**src/rtl/serial_adder_if.sv**
```systemverilog
// Handshake and operand/result bundle for the bit-serial adder.
interface serial_adder_if #(
    parameter int unsigned WIDTH = 8
);
    logic             start;
    logic [WIDTH-1:0] a;
    logic [WIDTH-1:0] b;
    logic             cin;
    logic             busy;
    logic             done;
    logic [WIDTH-1:0] sum;
    logic             cout;

    modport master (
        output start, a, b, cin,
        input  busy, done, sum, cout
    );

    modport slave (
        input  start, a, b, cin,
        output busy, done, sum, cout
    );
endinterface

```
**src/rtl/serial_adder.sv**
```systemverilog
// Bit-serial adder: one full-adder cell and a carry flop, one bit per clock,
// LSB first. Result and carry-out are held until the next operation completes.
module serial_adder #(
    parameter int unsigned WIDTH = 8
) (
    input  logic          clk,
    input  logic          rst,
    serial_adder_if.slave bus
);
    localparam int unsigned CW = $clog2(WIDTH + 1);

    typedef enum logic [1:0] {
        ST_IDLE,
        ST_SHIFT,
        ST_DONE
    } state_t;

    state_t           state_q,  state_d;
    logic [WIDTH-1:0] a_sr_q,   a_sr_d;
    logic [WIDTH-1:0] b_sr_q,   b_sr_d;
    logic [WIDTH-1:0] sum_sr_q, sum_sr_d;
    logic [WIDTH-1:0] sum_q,    sum_d;
    logic             c_q,      c_d;
    logic             cout_q,   cout_d;
    logic [CW-1:0]    cnt_q,    cnt_d;
    logic             fa_s;
    logic             fa_c;

    // Full-adder cell on the current LSBs and the stored carry.
    always_comb begin
        fa_s = a_sr_q[0] ^ b_sr_q[0] ^ c_q;
        fa_c = (a_sr_q[0] & b_sr_q[0]) | (a_sr_q[0] & c_q) | (b_sr_q[0] & c_q);
    end

    // Next-state and datapath update; DONE accepts a new start like IDLE.
    always_comb begin
        state_d  = state_q;
        a_sr_d   = a_sr_q;
        b_sr_d   = b_sr_q;
        sum_sr_d = sum_sr_q;
        sum_d    = sum_q;
        c_d      = c_q;
        cout_d   = cout_q;
        cnt_d    = cnt_q;
        case (state_q)
            ST_IDLE, ST_DONE: begin
                state_d = ST_IDLE;
                if (bus.start) begin
                    a_sr_d  = bus.a;
                    b_sr_d  = bus.b;
                    c_d     = bus.cin;
                    cnt_d   = '0;
                    state_d = ST_SHIFT;
                end
            end
            ST_SHIFT: begin
                c_d      = fa_c;
                sum_sr_d = {fa_s, sum_sr_q[WIDTH-1:1]};
                a_sr_d   = a_sr_q >> 1;
                b_sr_d   = b_sr_q >> 1;
                cnt_d    = cnt_q + CW'(1);
                if (cnt_q == CW'(WIDTH - 1)) begin
                    // Final bit: publish the completed word straight into the
                    // held result so partial sums are never visible.
                    sum_d   = {fa_s, sum_sr_q[WIDTH-1:1]};
                    cout_d  = fa_c;
                    state_d = ST_DONE;
                end
            end
            default: state_d = ST_IDLE;
        endcase
    end

    // State and datapath registers with synchronous reset.
    always_ff @(posedge clk) begin
        if (rst) begin
            state_q  <= ST_IDLE;
            a_sr_q   <= '0;
            b_sr_q   <= '0;
            sum_sr_q <= '0;
            sum_q    <= '0;
            c_q      <= 1'b0;
            cout_q   <= 1'b0;
            cnt_q    <= '0;
        end else begin
            state_q  <= state_d;
            a_sr_q   <= a_sr_d;
            b_sr_q   <= b_sr_d;
            sum_sr_q <= sum_sr_d;
            sum_q    <= sum_d;
            c_q      <= c_d;
            cout_q   <= cout_d;
            cnt_q    <= cnt_d;
        end
    end

    assign bus.busy = (state_q == ST_SHIFT);
    assign bus.done = (state_q == ST_DONE);
    assign bus.sum  = sum_q;
    assign bus.cout = cout_q;
endmodule

```
**src/flat_wrapper.sv**
```systemverilog
// flat-port wrapper written by rule: the top's interface ports become plain ports
module serial_adder_flat 
#(
    parameter int unsigned WIDTH = 8
)
  (clk, rst, bus_start, bus_a, bus_b, bus_cin, bus_busy, bus_done, bus_sum, bus_cout);
  serial_adder_if #(.WIDTH(WIDTH)) bus_i ();
  input  logic clk;
  input  logic rst;
  input wire logic [$bits(bus_i.start)-1:0] bus_start;
  input wire logic [$bits(bus_i.a)-1:0] bus_a;
  input wire logic [$bits(bus_i.b)-1:0] bus_b;
  input wire logic [$bits(bus_i.cin)-1:0] bus_cin;
  output wire logic [$bits(bus_i.busy)-1:0] bus_busy;
  output wire logic [$bits(bus_i.done)-1:0] bus_done;
  output wire logic [$bits(bus_i.sum)-1:0] bus_sum;
  output wire logic [$bits(bus_i.cout)-1:0] bus_cout;
  assign bus_i.start = bus_start;
  assign bus_i.a = bus_a;
  assign bus_i.b = bus_b;
  assign bus_i.cin = bus_cin;
  assign bus_busy = bus_i.busy;
  assign bus_done = bus_i.done;
  assign bus_sum = bus_i.sum;
  assign bus_cout = bus_i.cout;
  serial_adder #(.WIDTH(WIDTH)) u_core (.clk(clk), .rst(rst), .bus(bus_i));
endmodule
```
**config.mk**
```make
export PLATFORM = sky130hd
export DESIGN_NAME = serial_adder_flat
export DESIGN_NICKNAME = d
export VERILOG_FILES = /design/src/rtl/serial_adder_if.sv /design/src/rtl/serial_adder.sv /design/src/flat_wrapper.sv
export SDC_FILE = /design/constraint.sdc
export NUM_CORES = 1
export LEC_CHECK = 0
export ABC_CLOCK_PERIOD_IN_PS = 1550
export BUFFER_PORTS_ARGS = -buffer_cell sky130_fd_sc_hd__buf_2
export CELL_PAD_IN_SITES_DETAIL_PLACEMENT = 1
export CELL_PAD_IN_SITES_GLOBAL_PLACEMENT = 2
export CORE_MARGIN = 2
export CORE_UTILIZATION = 30
export DETAILED_ROUTE_END_ITERATION = 6
export HOLD_SLACK_MARGIN = 0.1
export PLACE_DENSITY_LB_ADDON = 0.1
export REMOVE_ABC_BUFFERS = 1
export SLEW_MARGIN = 25
export SYNTH_ARGS = -nofsm -noshare
export SYNTH_HDL_FRONTEND = slang
export SYNTH_SLANG_ARGS = --single-unit
```
**constraint.sdc**
```tcl
create_clock -name clk -period 1.55 [get_ports clk]
set_input_delay 0.2325 -clock clk [delete_from_list [all_inputs] [get_ports clk]]
set_output_delay 0.2325 -clock clk [all_outputs]
set_load 0.005 [all_outputs]
```
# == After elaboration in Yosys (flattened, before gate mapping) ==
# Cells that the tools add are included.
# totals
reg_bits,40
in_bits,20
out_inout_bits,11
wordCells,37
# classes
addsub,1
eq_ne,5
muxes,11
bitwise_logic,7
reduce_logical,5
# ops
operator,count
case mux 8 bit (2 select lines),2
two-way mux 8 bit,2
case mux 4 bit (2 select lines),1
adder 4 x 1 -> 4 bit (second input constant),1
equality test 4 x 3 -> 1 bit (second input constant),1
two-way mux 4 bit,1
case mux 2 bit (2 select lines),1
AND reduction 2 bit,2
AND 1 bit,3
equality test 2 x 1 -> 1 bit (second input constant),1
equality test 2 bit (second input constant),1
logical NOT 2 bit,1
two-way mux 1 bit,2
two-way mux 2 bit,1
inequality test 2 x 1 -> 1 bit (second input constant),1
inequality test 2 bit (second input constant),1
bitwise OR 1 bit,2
case mux 1 bit (2 select lines),1
nonzero test 2 bit,1
OR reduction 2 bit,1
XOR 1 bit,2

# == Longest topological paths before layout ==
# depth
depth_word,4
ltp_mapped,5
depth_no_buf,4

# == Least setup slack after synthesis ==
# OpenSTA, ideal clock, no wires.
# synth_path
kind,reg-to-reg
startpoint,reg u_core.cnt_q[0]
endpoint,"reg u_core.cout_q, in the netlist u_core.bus.cout"
setup_time_ns,0.072
t_arrival_ns,1.129
setup_slack_ns,0.349
path_stages_with_launch,5
n_path_buf,0
cell_sequence,dfxtp_1 > ha_1 > nand3b_1 > nor2_8 > mux2i_1
# synth_between
elab_chain_cells,2
# synth_lines
item,line,text
from (decl),serial_adder.sv:25,"logic [CW-1:0] cnt_q, cnt_d;"
from (signal assigned),serial_adder.sv:93,cnt_q <= cnt_d;
equality test 4 x 3 -> 1 bit,serial_adder.sv:62,if (cnt_q == CW'(WIDTH - 1)) begin
AND reduction 2 bit (no source line),-,
to (signal assigned),serial_adder.sv:92,cout_q <= cout_d;
to (decl),serial_adder.sv:24,"logic cout_q, cout_d;"
# Every way passes these cells.
# A chain may end at the register's enable or synchronous reset.

# == Worst setup path in the final report ==
# layout_path
startpoint,reg u_core.cnt_q[0]
endpoint,"reg u_core.sum_q[7], in the netlist u_core.bus.sum[7]"
# layout_between
elab_chain_cells,2
# layout_lines
item,line,text
equality test 4 x 3 -> 1 bit,serial_adder.sv:62,
AND reduction 2 bit (no source line),-,
to (signal assigned),serial_adder.sv:90,sum_q <= sum_d;
to (decl),serial_adder.sv:22,"logic [WIDTH-1:0] sum_q, sum_d;"
# Every way passes these cells.

==> flow_summary_export.csv <==
group,metric,value,unit
cts,cts_max_level,2,
cts,cts-resized-gates,0,
routing,topRoutingLayerUsed,"met4",
yosys,ys_ff_latch,39,
worst_setup_path,cp_top_family,"simple AND/OR/NAND/NOR gates",
outcome,run_status,"completed",
layout,syn_to_final_growth,15.95,%
timing,clock.fmax,728.5,MHz
cts,cts_made_buffers,5,
global_route,grt_usage,13.38,%
die,dieArea,6154,um^2
routing,first_iter_violations,64,
power,clockPowerShare,32.4,%
die,coreArea,5439,um^2
power,comb_power_share,11.4,%
power,seq_power_share,56.1,%
global_route,gr-total-overflow,0,
timing,rsz0062_at_grt,"false",
yosys,synth_top_area_share,46.95,%
routing,num_vias,1355,
cts,hold_buffers,0,
routing,drt_pass1_iterations,4,
timing,final_hold_viol_count,0,
routing,wirelength,3.755,mm
worst_setup_path,required,1760,ps
yosys,synth.area.mux_share,6.998,%
timing,setup_viol,0,
layout,antenna_cells,0,
cts,cts.clk_slew.worst_paths,70,ps
layout,nets,229,
timing,fin_worst_skew,6.005,ps
worst_setup_path,crit_type,"flip-flop to flip-flop",
worst_setup_path,path_buf_inv,0,
cts,root_buffer,"clkbuf_8",
yosys,synth_largest_area_cell,"dfxtp_1",
global_route,grt_max_degree,36,
yosys,synth_edf_count,0,
power,switchingPower,466.3,uW
yosys,ys_seq_area_share,46.95,%
global_route,grt_antenna_before_repair,0,
worst_setup_path,start_kind,"flip-flop",
worst_setup_path,cp_max_fo,9,
cts,insertion_delay,290,ps
yosys,synth_top_family_by_area,"simple AND/OR/NAND/NOR gates",
worst_setup_path,setup.worst_path.end_class,"flip-flop",
placed_design,place_inst,272,
yosys,synth_area_leaders,"dfxtp_1 47%, a21oi_1 8.4%, nand2b_1 7.5%",
global_route,grt_pass1_vias,1393,
timing,setup-tns-final,0,ps
cts,cts_tree,"done",
yosys,yosys.area_share.simple,21.60,%
yosys,synth_common_cells,"39 x dfxtp_1, 28 x a21oi_1, 20 x nand2b_1, 19 x nand3_1, 17 x nand2_1",
die,placementRows,27,
power,swShare,24.61,%
timing,min_period,1373,ps
routing,drc,0,
power,ir_worst_vdd,0.3294,mV
yosys,syn-cell-area,1663,um^2
die,die_w,78.45,um
yosys,netlist_instances,177,
die,ioPinCount,31,
worst_setup_path,crit_path_cell_trace,"ha_1 > nand3b_1 > nor2_8 > mux2i_1",
yosys,synthFlopType,"dfxtp_1",
yosys,synthAdderAreaFrac,1.956,%
power,powerDensity,982.8,nW/um^2
placed_design,port_buffers,30,
yosys,yosysUniqueCellTypes,26,
routing,wl_met1,1.690,mm
placed_design,dp_hpwl,2.608,mm
power,power.internal,1429,uW
routing,ant_nets,0,
hold_path,min_path_type,"primary input to flip-flop",
timing,worst_pin_slew,312.2,ps
cts,cts_setup_buffers,0,
routing,wl_met2,1.817,mm
yosys,synth_xor_area_share,0,%
layout,drive_above_1_share,22.82,%
routing,met3RoutedLength,186,um
flow_run,maxCapViolCount,0,
yosys,synthArstFlopShare,0,%
yosys,ys_warn_count,0,
global_route,grt_pass1_wl,6.486,mm
cts,clock_sinks,39,
yosys,synth_compound_area_share,15.95,%
die,initial_core_util,30.57,%
layout,stdcell_count,278,
routing,post_drt_wl_per_cell,13.51,um
routing,vias_per_cell,4.874,
timing,post-route-period-util,88.56,%
cts,cts_buffer_depth,2,
power,p_leak,0.0007329,uW
die,die_h,78.45,um
worst_setup_path,slowest_stage,"dfxtp_1",
timing,slew_headroom,79.15,%
placed_design,gp_congestion,0.6828,
worst_setup_path,cp.arrival,1580,ps
timing,slew_viol_final,0,
yosys,syn_area_per_cell,9.395,um^2
yosys,synth_most_common_cell,"dfxtp_1",
worst_setup_path,slowest_delay,370,ps
[final cells by class]
type	instances	area, um^2
tap	72	90.09
timing repair buffer	37	202.7
clock buffer	6	72.57
multi-input combinational	123	773.2
sequential	39	780.7
fill	656	3511
inverter	1	8.758
[power by group through the flow]
stage	registers (uW)	clock network, uW	logic [uW]
6_report	1060	614	217
5_1_grt	1070	701	246
4_1_cts	1060	654	222
3_5_place_dp	1090	0	222
3_3_place_gp	1080	0	214
2_1_floorplan	1080	0	120
[placed cells by master (no fill, tap or decap), drive strengths merged]
cell type	count
a211oi	1
a21oi	28
a22oi	15
buf	37
clkbuf	6
clkinv	1
dfxtp	39
fa	1
ha	1
mux2	2
mux2i	9
nand2	17
nand2b	21
nand3	19
nand3b	1
nand4	1
nor2	3
nor2b	2
nor3	1
nor3b	1
[state kept, by name, summed over array words and instances (netlist names)]
name	cells
u_core.cnt_q	4
u_core.a_sr_q	8
u_core.sum_sr_q	7
u_core.b_sr_q	8
u_core.c_q	1
u_core.bus.sum	8
u_core.bus.cout	1
u_core.state_q	2
[stage by stage]
step	setup slack, ps	total power [uW]	util (%)	instance area [um^2]	hold slack (ps)
finish	177.4	1895	35.45	1928	182.9
global route	55.00	2016	35.45	1928	190.4
CTS	133.9	1940	35.45	1928	172.3
detailed placement	142.5	1309	34.12	1856	458.3
global placement	255.5	1298	34.12	1856	448.6
floorplan	-62.03	1201	-	1563	297.1
[worst reg2reg max path: stages (launching register included)]
cell      delay (ps)
dfxtp_1          370
ha_1             200
nand3b_1         230
nor2_8           270
mux2i_1          220
[cells by family after synthesis]
kind of cell / Yosys count
mux: 11
compound gates: 44
flops: 39
simple gates: 66
buf+inv: 15
fa+ha+maj: 2
[final timing paths]
kind	from	slack, ps	depth (start not counted)	endpoint
worst min-delay path	bus_a[7]	180	3	u_core.a_sr_q[7]
worst max register to register	u_core.cnt_q[0]	180	4	u_core.bus.sum[7]
worst min register to register	u_core.sum_sr_q[1]	460	2	u_core.sum_sr_q[1]
worst max-delay path	u_core.cnt_q[0]	180	4	u_core.bus.sum[7]
[routing by layer]
layer | vias to the layer above | GRT usage [%]
li1 | 675 | -
met3 | 7 | 4.138
met5 | - | 0
met1 | 640 | 16.88
met4 | 0 | 4.737
met2 | 33 | 21.55
(Power assumes the default switching activity.)
